## src/rtl/piso_tx_8b.sv

```systemverilog
// Parallel-in serial-out frame transmitter: start bit, 8 data bits LSB first,
// optional parity bit, stop bit, each held CLKS_PER_BIT clocks.
module piso_tx_8b #(
  parameter int unsigned CLKS_PER_BIT = 4,
  parameter int unsigned PARITY_EN    = 1,
  parameter int unsigned PARITY_ODD   = 0
) (
  input  logic       clk_i,
  input  logic       rst_ni,
  input  logic [7:0] tx_data_i,
  input  logic       tx_valid_i,
  output logic       tx_ready_o,
  output logic       ser_out_o,
  output logic       busy_o,
  output logic       done_o
);

  localparam int unsigned     CntW      = $clog2(CLKS_PER_BIT) + 1;
  localparam logic [CntW-1:0] CntReload = CntW'(CLKS_PER_BIT - 1);
  localparam logic            ParEn     = (PARITY_EN != 0);
  localparam logic            ParOdd    = (PARITY_ODD != 0);

  typedef enum logic [2:0] {StIdle, StStart, StData, StParity, StStop} state_e;

  state_e          state_q;
  logic [CntW-1:0] cnt_q;
  logic [7:0]      shift_q;
  logic [2:0]      bit_idx_q;
  logic            par_q;
  logic            ser_q;
  logic            done_q;

  logic bit_end;
  logic accept;
  logic enter_stop;
  logic done_d;

  always_comb begin
    bit_end    = (cnt_q == '0);
    accept     = tx_valid_i && tx_ready_o;
    enter_stop = bit_end && ((state_q == StData && bit_idx_q == 3'd7 && !ParEn) ||
                             state_q == StParity);
    // done marks the final clock of the stop bit; with one-clock bits that is
    // the clock right after entering STOP.
    if (CLKS_PER_BIT == 1) begin
      done_d = enter_stop;
    end else begin
      done_d = (state_q == StStop) && (cnt_q == CntW'(1));
    end
  end

  // Ready also during the last stop clock so a held word starts with no gap.
  assign tx_ready_o = (state_q == StIdle) || done_q;
  assign busy_o     = (state_q != StIdle);
  assign ser_out_o  = ser_q;
  assign done_o     = done_q;

  always_ff @(posedge clk_i or negedge rst_ni) begin
    if (!rst_ni) begin
      state_q   <= StIdle;
      cnt_q     <= '0;
      shift_q   <= '0;
      bit_idx_q <= '0;
      par_q     <= 1'b0;
      ser_q     <= 1'b1;
      done_q    <= 1'b0;
    end else begin
      done_q <= done_d;
      if (accept) begin
        shift_q <= tx_data_i;
        par_q   <= (^tx_data_i) ^ ParOdd;
        state_q <= StStart;
        ser_q   <= 1'b0;
        cnt_q   <= CntReload;
      end else begin
        unique case (state_q)
          StIdle: begin
            ser_q <= 1'b1;
          end
          StStart: begin
            if (bit_end) begin
              state_q <= StData;
              ser_q   <= shift_q[0];
              cnt_q   <= CntReload;
            end else begin
              cnt_q <= cnt_q - CntW'(1);
            end
          end
          StData: begin
            if (bit_end) begin
              shift_q   <= {1'b0, shift_q[7:1]};
              bit_idx_q <= bit_idx_q + 3'd1;
              cnt_q     <= CntReload;
              if (bit_idx_q == 3'd7) begin
                if (ParEn) begin
                  state_q <= StParity;
                  ser_q   <= par_q;
                end else begin
                  state_q <= StStop;
                  ser_q   <= 1'b1;
                end
              end else begin
                ser_q <= shift_q[1];
              end
            end else begin
              cnt_q <= cnt_q - CntW'(1);
            end
          end
          StParity: begin
            if (bit_end) begin
              state_q <= StStop;
              ser_q   <= 1'b1;
              cnt_q   <= CntReload;
            end else begin
              cnt_q <= cnt_q - CntW'(1);
            end
          end
          StStop: begin
            if (bit_end) begin
              state_q <= StIdle;
              cnt_q   <= '0;
            end else begin
              cnt_q <= cnt_q - CntW'(1);
            end
          end
          default: begin
            state_q <= StIdle;
            ser_q   <= 1'b1;
          end
        endcase
      end
    end
  end

endmodule
```

## config.mk

```make
export PLATFORM = sky130hd
export DESIGN_NAME = piso_tx_8b
export DESIGN_NICKNAME = d
export VERILOG_FILES = /design/src/rtl/piso_tx_8b.sv
export SDC_FILE = /design/constraint.sdc
export NUM_CORES = 1
export LEC_CHECK = 0
export BUFFER_PORTS_ARGS = -buffer_cell sky130_fd_sc_hd__buf_4
export CORE_ASPECT_RATIO = 2
export CORE_MARGIN = 4
export CORE_UTILIZATION = 45
export CTS_CLUSTER_DIAMETER = 120
export DETAILED_ROUTE_END_ITERATION = 6
export GPL_TIMING_DRIVEN = 1
export HOLD_SLACK_MARGIN = 0.06
export PLACE_DENSITY = 0.68
export SYNTH_ARGS = -nofsm -noshare
export SYNTH_HDL_FRONTEND = slang
export SYNTH_SLANG_ARGS = --single-unit
```

## constraint.sdc

```tcl
create_clock -name clk_i -period 2.4 [get_ports clk_i]
set_clock_uncertainty 0.1 [all_clocks]
set_input_delay 0.24 -clock clk_i [delete_from_list [all_inputs] [get_ports clk_i]]
set_output_delay 0.24 -clock clk_i [all_outputs]
set_load 0.02 [all_outputs]
```

==> summary.md <==
| Metric | Value |
|---|---|
| Setup repair bufs after CTS | `0` |
| Leakage | `around 0.00065 uW` |
| GP Congestion | `0.753` |
| Post-CTS sizing | `0` |
| Number of synthesized flops with an enable pin | `0` |
| Multi-input logic area | `649 um^2` |
| Pwr per Cell Area | `1090 nW/um^2` |
| Most common cell after layout, fill and taps aside | `dfrtp_1` |
| Max transition margin | `0.654` |
| Async SR Flop Fraction | `1.00` |
| Fin Setup TNS | `0 ns` |
| Chip Width | `44.9 um` |
| Hold_buf cts | `1` |
| DRC Markers | `0` |
| DRT antenna net count | `0` |
| CP max FO | `15` |
| Synth Register Bits | `20` |
| Core area | `2570 um^2` |
| Drt wl/cell | `15.3 um` |
| Mapped Cells | `119` |
| Io pins | `15` |
| Status | `finished, final reports clean` |
| Clk sinks | `20` |
| Die Span Y | `about 82 um` |
| Placed insts | `approximately 160` |
| Worst-path clk slew | `0.07 ns` |
| Cell area after synthesis | `1220 um^2` |
| CP endpoint kind | `primary output` |
| Dominant synthesized flop cell | `dfrtp_1` |
| Distinct cells, synth | `38` |
| Fin cells | `161` |
| First-pass GRT wire length | `4.26 mm` |
| Hold Path Class | `in2reg` |
| Total chip power | `1500 uW` |
| Layout Nets | `150` |
| Pre-antenna DRT Iters | `4` |
| Via count | `897` |
| Worst slew pin tran | `0.519 ns` |
| Initial DRC Count | `26` |
| Clk buf depth | `2` |
| CTS root buffer | `clkbuf_8` |
| Antenna fix cells | `0` |
| Clk Latency, worst-skew pair | `around 0.26 ns` |
| Final setup fails | `0` |
| FMAX | `522 MHz` |
| Largest net degree at the start of global routing | `21` |
| Maxcap violations | `0` |
| R2R cell count | `7` |
| Warnings, synthesis | `0` |
| Die area | `3670 um^2` |
| Initial Utilization | `0.477` |
| Register area | `502 um^2` |
| Worst vdd ir | `580 uV` |
| Rows | `26` |
| Number of global-route vias before repair | `between 900 and 1000` |
| Most frequent cells in the layout | `dfrtp_1 (19), buf_4 (16), nand2_1 (14)` |
| Vias per cell | `~5.6` |
| Post-DP HPWL | `1.85 mm` |
| GRT Overall Usage | `0.160` |
| Crit path launch type | `flip-flop` |
| Avg Cell Area, Syn | `10.3 um^2` |
| Worst Hold Depth | `3` |
| Fillers | `about 230` |
| H-tree Lvls | `1` |
| GRT overflow | `0` |
| Worst EP required | `just over 2 ns` |
| Final WL | `2.46 mm` |
| Max-slew violation total from the final report | `0` |
| Tmin final | `between 1.5 and 2 ns` |
| CTS tree | `done` |
| Hold Vio Cnt, Final | `0` |
| CTS Buf Count | `3` |
| Crit path DAT | `1.58 ns` |
| Post-Syn Nets | `135` |
| Final Cycle Share | `0.798` |
| Initial antenna violation count | `0` |
| Crit Path Class | `reg2out` |
| PortBufs | `14` |
| Sequential area share after synthesis | `0.410` |
| Area Overhead vs Synth | `12.9%` |
| Layout cells sized above 1 | `0.241` |
| RSZ-0062 raised after global routing | `no` |
-- metal layers --
metal,vias up,share of wire,global-route usage
met5,-,0,0
met2,25,0.54,0.277
met1,432,0.40,0.183
met3,4,0.045,0.0197
met4,0,0.022,0.0909
li1,436,-,-
-- cells in the mapped netlist (2+ instances only) --
cell type	n	share of area
dfrtp_1	19	0.39
mux2_4	2	0.025
buf_6	3	0.028
nor2_1	3	0.0092
nor3_2	2	0.016
o21ai_0	12	0.049
xnor2_1	8	0.057
o21ai_1	3	0.012
nand2_1	14	0.043
nand2b_1	2	0.010
nand3_1	4	0.016
inv_1	3	0.0092
nor3_1	5	0.020
a21oi_1	3	0.012
mux2i_1	9	0.074
ha_1	5	0.051
-- stage by stage --
step	util	instance area [um^2]	worst slack, ns	hold slack, ns
3_5_place_dp	0.513	1320	0.603	0.0389
6_report	0.538	1380	0.484	0.0857
4_1_cts	0.538	1380	0.485	0.0839
3_3_place_gp	0.513	1320	0.656	0.0328
2_1_floorplan	-	1220	0.713	-0.156
5_1_grt	0.538	1380	0.382	0.0991
-- critical path, cell delays in order (launching register included) --
cell      delay [ns]
dfrtp_1         0.57
nor3_2          0.39
inv_1           0.13
nand2b_1        0.09
buf_4           0.13
-- registers in the layout, summed over array words and instances (netlist names) --
name       count
ser_out_o      1
bit_idx_q      3
cnt_q          3
state_q        3
par_q          1
shift_q        8
done_o         1
-- worst paths after layout --
kind | startpoint | end | slack [ns]
max | state_q[2] | tx_ready_o | 0.48
min | tx_data_i[7] | shift_q[7] | 0.09
max reg2reg | cnt_q[0] | ser_out_o | 0.58
min reg2reg | par_q | par_q | 0.39
max in group asynchronous | rst_ni | ser_out_o | 1.64
min in group asynchronous | rst_ni | state_q[2] | 0.29
-- kinds of logic after synthesis --
group           after synthesis  share of synthesized area
flops                        20                      0.410
buf+inv                      10                     0.0602
mux                          11                     0.0981
simple gates                 40                      0.198
compound gates               24                      0.118
xor+xnor                      9                     0.0644
fa+ha+maj                     5                     0.0511
-- power by group --
part	internal [uW]	switching, uW
clock	146	113
combinational	284	335
sequential	476	147
-- layout make-up --
cell class	count	area share
Multi-Input combinational cell	89	0.470
Tap cell	28	0.0253
Inverter	3	0.00814
Sequential cell	20	0.363
Timing Repair Buffer	17	0.0941
Clock buffer	4	0.0398
No activity file was read; power rests on OpenSTA's default activity.
